**config.mk**
```make
export PLATFORM = sky130hd
export DESIGN_NAME = iir_out_fifo
export DESIGN_NICKNAME = d
export VERILOG_FILES = /design/src/rtl/iir_out_fifo.sv
export SDC_FILE = /design/constraint.sdc
export NUM_CORES = 1
export LEC_CHECK = 0
export CAP_MARGIN = 20
export CORE_AREA = 4 4 98 100
export DETAILED_ROUTE_END_ITERATION = 8
export DIE_AREA = 0 0 102 104
export MAX_ROUTING_LAYER = met4
export PLACE_DENSITY = 0.73
export SYNTH_ARGS = -nofsm -noshare
export SYNTH_HDL_FRONTEND = slang
export SYNTH_SLANG_ARGS = --single-unit
```
**constraint.sdc**
```tcl
create_clock -name clk -period 3.04 [get_ports clk]
set_input_delay 0.608 -clock clk [delete_from_list [all_inputs] [get_ports clk]]
set_output_delay 0.608 -clock clk [all_outputs]
set_load 0.01 [all_outputs]
```
**src/rtl/iir_out_fifo.sv**
```systemverilog
// Elastic FWFT output buffer behind iir_filter: absorbs the unthrottled sample strobe,
// re-presents samples as a valid/ready stream, reports fill level and a sticky overflow.
module iir_out_fifo #(
    parameter int NB         = 12,
    parameter int LOG2_DEPTH = 3
) (
    input  logic                  clk,
    input  logic                  rst,
    input  logic                  vIn,
    input  logic [NB-1:0]         dIn,
    input  logic                  rdy,
    output logic                  vOut,
    output logic [NB-1:0]         dOut,
    output logic [LOG2_DEPTH:0]   level,
    output logic                  ovf,
    input  logic                  ovf_clr
);

    localparam int                    DEPTH   = 2 ** LOG2_DEPTH;
    localparam logic [LOG2_DEPTH:0]   LVL_MAX = (LOG2_DEPTH + 1)'(DEPTH);
    localparam logic [LOG2_DEPTH:0]   LVL_ONE = (LOG2_DEPTH + 1)'(1);
    localparam logic [LOG2_DEPTH-1:0] PTR_ONE = LOG2_DEPTH'(1);

    logic [NB-1:0]         mem [DEPTH];
    logic [LOG2_DEPTH-1:0] wr_ptr;
    logic [LOG2_DEPTH-1:0] rd_ptr;
    logic                  full;
    logic                  push;
    logic                  pop;
    logic                  drop;

    assign full = (level == LVL_MAX);
    assign vOut = (level != '0);
    assign dOut = vOut ? mem[rd_ptr] : '0;

    assign pop  = vOut & rdy;
    // A pop on the same edge frees the slot, so a full buffer still accepts.
    assign push = vIn & (~full | pop);
    assign drop = vIn & full & ~pop;

    // Storage carries no reset; contents are meaningless while level is 0.
    always_ff @(posedge clk) begin
        if (!rst && push) begin
            mem[wr_ptr] <= dIn;
        end
    end

    always_ff @(posedge clk) begin
        if (rst) begin
            wr_ptr <= '0;
            rd_ptr <= '0;
            level  <= '0;
            ovf    <= 1'b0;
        end else begin
            if (push) begin
                wr_ptr <= wr_ptr + PTR_ONE;
            end
            if (pop) begin
                rd_ptr <= rd_ptr + PTR_ONE;
            end
            case ({push, pop})
                2'b10:   level <= level + LVL_ONE;
                2'b01:   level <= level - LVL_ONE;
                default: level <= level;
            endcase
            // Set has priority over clear so a coincident drop is never hidden.
            if (drop) begin
                ovf <= 1'b1;
            end else if (ovf_clr) begin
                ovf <= 1'b0;
            end
        end
    end

endmodule

```
After elaboration in Yosys (flattened, before gate mapping)
Memory sizes are Yosys's and may differ from the RTL's. A register that Yosys moved wholly into a read port is not among the register bits.
Cells that the tools add are included.
{ "totals": {"ff_bits": 11, "latch_bits": 0, "ramBits": 96, "rom_bits": 0, "input_bits": 17, "output_inout_bits": 18, "word_cells": 32, "mem_count": 1} }
{ "classes": {"add_sub_neg": 4, "n_mul": 0, "div_mod_pow": 0, "magnitude_cmp": 0, "n_eq_ne": 3, "shift": 0, "mux": 8, "bitwise": 7, "reduce_logical": 5} }
{ "memory_table": {"columns": ["memory", "words", "width", "rd", "rd_clocked_by_memory_dff", "wr", "line_no", "rtl"], "rows": [
  ["mem", 8, 12, 1, 1, 1, "24", "logic [NB-1:0] mem [DEPTH];"]
]} }
{ "ops": {"columns": ["op", "n"], "rows": [
  ["$mux W12", 1],
  ["$pmux W4 S2", 1],
  ["$add A3 B1 Y3 const B", 2],
  ["$mux W3", 2],
  ["$add A4 B1 Y4 const B", 1],
  ["$and A1 B1 Y1", 4],
  ["$eq A4 B4 Y1 const B", 1],
  ["$mux W1", 4],
  ["$reduce_bool A2 Y1", 2],
  ["$reduce_bool A4 Y1", 1],
  ["$sub A4 B1 Y4 const B", 1],
  ["$eq A2 B1 Y1 const B", 1],
  ["$eq A2 B2 Y1 const B", 1],
  ["$not A1 Y1", 2],
  ["$logic_and A1 B1 Y1", 1],
  ["$logic_not A1 Y1", 1],
  ["$or A1 B1 Y1", 1]
]} }

Longest topological paths before layout
Gate-level depths: netlist of run 1.
{ "logic_depth": {"ltp_word": 7, "depth_mapped": 12, "depth_no_buf": 10} }

Worst setup path after synthesis of run 1
OpenSTA, ideal clock, no wires.
{ "synth_path": {"path_type": "input-to-reg", "startpoint": "in vIn", "endpoint": "mem mem[0][0] (enable)", "arrival_time_ns": 2.604, "slack_ns": 0.024, "path_stages": 4, "path_buffers": 1, "path_cell_list": "clkbuf_1 > o21ai_0 > or2_2 > nor4_1"} }
{ "synth_between": {"elab_chain_cells": 4} }
{ "synth_lines": {"columns": ["element", "line_no", "rtl"], "rows": [
  ["start, declared", "9", "input logic vIn,"],
  ["$and A1 B1 Y1", "38", "assign push = vIn & (~full | pop);"],
  ["$logic_and A1 B1 Y1", "43", "if (!rst && push) begin"],
  ["$mux W1", "43", null],
  ["$mux W1 (implied by the code)", "44", "mem[wr_ptr] <= dIn;"],
  ["end, declared", "24", null]
]} }
Every way passes these cells.

==> impl_metrics.ini, run 1 <==
[status]
outcome = finished, final reports clean

[logic_synthesis]
ys_seq_elements = 110
synth_nets = 263
yosys_warnings = 0
synthArstFlopShare_pct = 0
yosysSeqAreaShare_pct = 71.7
synthesis.instances = 243
yosys.area_share.simple_pct = 6.30
avgSynthCellArea_um2 = 18.2
synth.top_cells.by_count = edfxtp_1, nor2_1, mux4_2
yosys.area_share.adder_pct = 0.851
synthTopCellsByArea = edfxtp_1, mux4_2, dfxtp_1
synthMuxAreaShare_pct = 15.4
synth-edff-count = 96
synth.most_common_cell = edfxtp_1
synth_top_family_by_area = multiplexers
synth_top_area_share_pct = 65.3
synth-xor-area-share_pct = 1.19
synth_ff_type = edfxtp_1
yosysUniqueCellTypes = 35
synth-compound-area-share_pct = 2.84
mappedNetlistArea_um2 = 4410
yosysTopAreaCell = edfxtp_1

[sta]
final_hold_viol_count = 0
rsz0062_at_grt = false
fin_tns_setup_ns = 0
fmax_mhz = 350
fin_skew_ns = 0.0166
period_minus_slack_ns = 2.86
setup_viol = 0
maxSlewHeadroom_pct = 51.8
worstMarginPinSlew_ns = 0.713
drv_slew = 0
post-route-period-util_pct = 93.9

[floorplanning]
die_area_um2 = 10600
chipHeight_um = 104
rows = 34
die_w_um = 102
io_pins = 35
initial_core_util_pct = 50.8
core-area_um2 = 8680

[critical_path]
slowest_stage = mux4_2
cp_top_family = multiplexers
regToRegSetupSlack_ns = 0.52
cp-start-kind = flip-flop
cp_max_fo = 24
worst_ep_arrival_time_ns = 2.25
worstRegToRegCells = 10
crit_type = flip-flop to output port
crit_required_ns = 2.43
reg2reg_from = level[0]$_SDFFE_PP0P_
path_cells = buf_12, mux4_2, mux2i_1, nor2_1, clkdlybuf4s50_1
endpoint_kind = output port
crit_buf_inv = 2
critPathMaxStageDelay_ns = 0.53
r2r-end = level[2]$_SDFFE_PP0P_

[clocking]
cts_tree = built
cts_buffers = 9
clock_path_buffers = 2
cts_resized = 0
cts.sinks = 110
cts-hold-fix-buffers = 0
cts_max_level = 3
cts.clk_slew.worst_paths_ns = 0.11
cts_setup_buffers = 0
clk_latency_ns = 0.36
root_buffer = clkbuf_8

[drt]
vias = 2236
drt-pass1-iter-count = 4
wl_um = 7890
drcViolationCount = 0
routed_via_density = 5.58
wl_per_cell_um = 19.7
drtIter0Drc = 115
ant_nets = 0

[global_routing]
grt_pass1_vias = 2287
overflow = 0
grt_use_total_pct = 16.5
grt_start_max_net_pins = 25
grt_pass1_wl_um = 12600
antenna_found_initial = 0

[cells_and_area]
n_antenna_cell = 0
layout.nets = 308
syn_to_final_growth_pct = 16.6
stdcell_area_um2 = 5140
drive_gt1_share_pct = 21.8

[pwr]
p_leak_nw = 1.62
power_mw = 3.65
peakVddDrop_mv = 0.429
p_per_area_nw_per_um2 = 709

[place]
portBuffers = 34
place_area_um2 = 4950
gp_congestion = 0.795
hpwl_um = 4880

[min_path]
hold-path-cell-count = 2
hp-start = rd_ptr[1]$_SDFFE_PP0N_
hp-class = flip-flop to flip-flop

[flow_run]
drv_cap = 0
## registers in the layout, indices dropped and copies added, names as in the netlist, named ones only
name	cells
level	4
mem	96
ovf	1
rd_ptr	3
wr_ptr	3
## kinds of logic (layout without fill, tap and decap cells)
group / count (synthesis) / count (layout)
flip-flops: 110 / 110
AND/OR/NAND/NOR: 57 / 57
multiplexers: 38 / 38
buffers and inverters: 15 / 65
AO/OA/AOI/OAI: 14 / 14
XOR/XNOR: 6 / 6
adder cells (fa/ha/maj): 3 / 3
## worst max-delay path by stage
stage / end / slack (ns) / cells past startpoint
after floorplan: mem[0][0]$_DFFE_PP_ / 0.02 / 4
after global placement: level[2]$_SDFFE_PP0P_ / 0.37 / 9
after detailed placement: level[2]$_SDFFE_PP0P_ / 0.27 / 9
after CTS: dOut[2] / 0.13 / 5
after global routing: vOut / 0.07 / 4
final: dOut[2] / 0.18 / 5
## layout by cell type, fill, tap and decap left out, types with 2 or more instances in the layout
cell type        instances
or2_2                    2
ha_1                     3
buf_4                   12
nand3_1                  3
clkbuf_8                 9
mux2i_1                 14
a21oi_1                  4
xor2_1                   4
xnor2_1                  2
nand2b_1                 3
o21ai_0                  2
nand2_1                  6
edfxtp_1                96
mux4_2                  24
nor2_1                  31
nor2b_1                  2
nor4_2                   2
inv_6                    4
o211ai_1                 2
nor3_2                   2
dfxtp_1                 14
clkdlybuf4s50_1         34
## worst min-delay path, cell delays in order, from the launching register on
cell and delay (ns):
dfxtp_1 0.33, nand2_1 0.05, a21oi_1 0.07
## layer usage
layer | wire [um] | GRT usage (%) | up-vias
met5 | 0 | - | -
met4 | 114 | 5.53 | 0
met3 | 422 | 2.55 | 11
met2 | 3830 | 24.9 | 64
met1 | 3530 | 23.2 | 1119
li1 | - | - | 1042
## stage by stage
| step | instances | utilization (%) | hold WS (ns) | worst slack, ns |
|---|---|---|---|---|
| 2_1_floorplan | 243 | - | 0.454 | 0.0238 |
| 3_3_place_gp | 385 | 57.1 | 0.470 | 0.371 |
| 3_5_place_dp | 385 | 57.1 | 0.485 | 0.267 |
| 4_1_cts | 401 | 59.3 | 0.494 | 0.125 |
| 5_1_grt | 401 | 59.3 | 0.535 | 0.0657 |
| 6_report | 401 | 59.3 | 0.493 | 0.185 |
## area by class of cell
class / instances / area, um2
clock buffer: 10 / 128
clock inverter: 6 / 62.6
fill: 643 / 3540
inverter: 2 / 7.51
multi-input combinational: 118 / 1200
sequential: 110 / 3160
tap: 108 / 135
timing repair buffer: 47 / 450
## where the power goes
part	total (mW)	switching [mW]	internal (mW)	leakage, nW
Sequential	1.75	0.0595	1.69	0.981
Combinational	1.06	0.504	0.555	0.537
Clock	0.839	0.516	0.324	0.0970
Total	3.65	1.08	2.57	1.62
Note: power is estimated with default switching activity, not from simulation.
==> run 2, diff against run 1 <==
- CORE_AREA: 4 4 98 100 -> 2 2 96 98
- DIE_AREA: 0 0 102 104 -> 0 0 98 100
==> run 2 against run 1 <==
Effect of this change: core utilization shrank 1.0 points; non-clock buffer count grew 2; critical path type unchanged; clock power grew 6.0%; sequential power is essentially flat.
==> impl_metrics.ini, run 2 (synthesized netlist as in run 1, its figures left out) <==
[clocking]
cts_setup_buffers = 0
cts-hold-fix-buffers = 0
cts_tree = built
cts_buffers = 9
cts.sinks = 110
cts.clk_slew.worst_paths_ns = 0.10
clk_latency_ns = 0.37
clock_path_buffers = 2
cts_resized = 0
root_buffer = clkbuf_8
cts_max_level = 3

[cells_and_area]
regMostFlops = mem
fin_util_pct = 58.2
stdcell_count = 406
final_cell_mix = edfxtp_1, clkdlybuf4s50_1, nor2_1
largest_reg_flops = 96
drive_gt1_share_pct = 22.7
final_common_cell = edfxtp_1
layout.nets = 310
syn_to_final_growth_pct = 17.3
n_antenna_cell = 0
stdcell_area_um2 = 5170
reg_top3 = mem: 96 flops, level: 4 flops
fillers = 652

[floorplanning]
io_pins = 35
die_area_um2 = 9800
rows = 35
chipHeight_um = 100
initial_core_util_pct = 49.6
core-area_um2 = 8890
die_w_um = 98

[drt]
drt-pass1-iter-count = 4
drtIter0Drc = 157
vias = 2240
wl_um = 7790
drcViolationCount = 0
wl_per_cell_um = 19.2
ant_nets = 0
routed_via_density = 5.52

[critical_path]
critPathMaxStageDelay_ns = 0.53
crit_required_ns = 2.43
crit_type = flip-flop to output port
cp.depth = 5
crit_buf_inv = 2
crit_end = dOut[11]
endpoint_kind = output port
reg2reg_from = level[0]$_SDFFE_PP0P_
cp-start-kind = flip-flop
r2r-end = level[2]$_SDFFE_PP0P_
worstRegToRegCells = 10
path_cells = buf_12, mux4_2, mux2i_1, nor2_1, clkdlybuf4s50_1
worst_ep_arrival_time_ns = 2.25
regToRegSetupSlack_ns = 0.56
cp_max_fo = 24
slowest_stage = mux4_2
cp_top_family = multiplexers

[sta]
drv_slew = 0
final.setup.worst_slack_ns = 0.181
rsz0062_at_grt = false
holdWs_ns = 0.504
maxSlewHeadroom_pct = 51.0
worstMarginPinSlew_ns = 0.732
setup_viol = 0
fmax_mhz = 350
fin_tns_setup_ns = 0
period_minus_slack_ns = 2.86
post-route-period-util_pct = 94.1
final_hold_viol_count = 0
fin_skew_ns = 0.0124

[place]
gp_congestion = 0.747
portBuffers = 34
place_ws_ns = 0.258
place_area_um2 = 4970
hpwl_um = 5060
placed_cells = 390

[pwr]
power_frac_clock_pct = 24.1
p_leak_nw = 1.63
p_per_area_nw_per_um2 = 712
p_int_mw = 2.64
p_sw_share_pct = 28.4
pwr-share-comb_pct = 28.4
total_switching_power_mw = 1.05
p_seq_share_pct = 47.5
power_mw = 3.69
peakVddDrop_mv = 0.491

[status]
outcome = finished, final reports clean

[global_routing]
grt_use_total_pct = 17.7
grt_pass1_vias = 2232
antenna_found_initial = 0
grt_pass1_wl_um = 12500
overflow = 0
grt_start_max_net_pins = 25

[min_path]
hp-class = flip-flop to flip-flop

[flow_run]
drv_cap = 0
==> run 2: cell type report <==
type | instances | area, um2 | share of cell area, %
clock buffers | 9 | 124 | 2.39
clock inverters | 7 | 80.1 | 1.55
inverters | 2 | 7.51 | 0.145
multi-input cells | 118 | 1200 | 23.1
flip-flops and latches | 110 | 3160 | 61.1
well taps | 111 | 139 | 2.68
repair buffers | 49 | 465 | 8.99
==> run 2: per-layer routing <==
layer / part of all wire (%) / track usage [%]
met5: 0 / -
met4: 0.65 / 5.13
met3: 4.3 / 4.18
met2: 50 / 27.1
met1: 45 / 24.3
==> run 2: how the worst min path moves through the flow <==
stage | start | end | cells past startpoint
2_1_floorplan | rd_ptr[1]$_SDFFE_PP0N_ | flip-flop | 2
3_3_place_gp | rd_ptr[1]$_SDFFE_PP0N_ | rd_ptr[1]$_SDFFE_PP0N_ | 2
3_5_place_dp | rd_ptr[1]$_SDFFE_PP0N_ | flip-flop | 2
4_1_cts | rd_ptr[1]$_SDFFE_PP0N_ | rd_ptr[1]$_SDFFE_PP0N_ | 2
5_1_grt | rd_ptr[1]$_SDFFE_PP0N_ | flip-flop | 2
6_report | rd_ptr[1]$_SDFFE_PP0N_ | rd_ptr[1]$_SDFFE_PP0N_ | 2
==> run 2: worst reg2reg max path: stages, from the launching register on <==
cell and delay, ns:
dfxtp_1 0.40, or3_1 0.55, nor2_8 0.27, inv_2 0.11, nand2_1 0.13, xnor2_1 0.08
ha_1 0.22, nor2_1 0.13, nor2_1 0.08, a221oi_2 0.26, o221ai_2 0.13
==> run 2: power by group through the flow <==
| stage | Combinational, mW | Sequential [mW] | Clock [mW] |
|---|---|---|---|
| 2_1_floorplan | 0.702 | 1.77 | 0 |
| 3_3_place_gp | 1.06 | 1.78 | 0 |
| 3_5_place_dp | 1.07 | 1.78 | 0 |
| 4_1_cts | 1.07 | 1.75 | 0.905 |
| 5_1_grt | 1.15 | 1.76 | 0.957 |
| 6_report | 1.05 | 1.75 | 0.889 |
==> run 3, diff against run 2 <==
- CAP_MARGIN: 20 -> 25
==> results of run 3 <==
No change in the layout: final DEF, timing and power equal those of run 2.
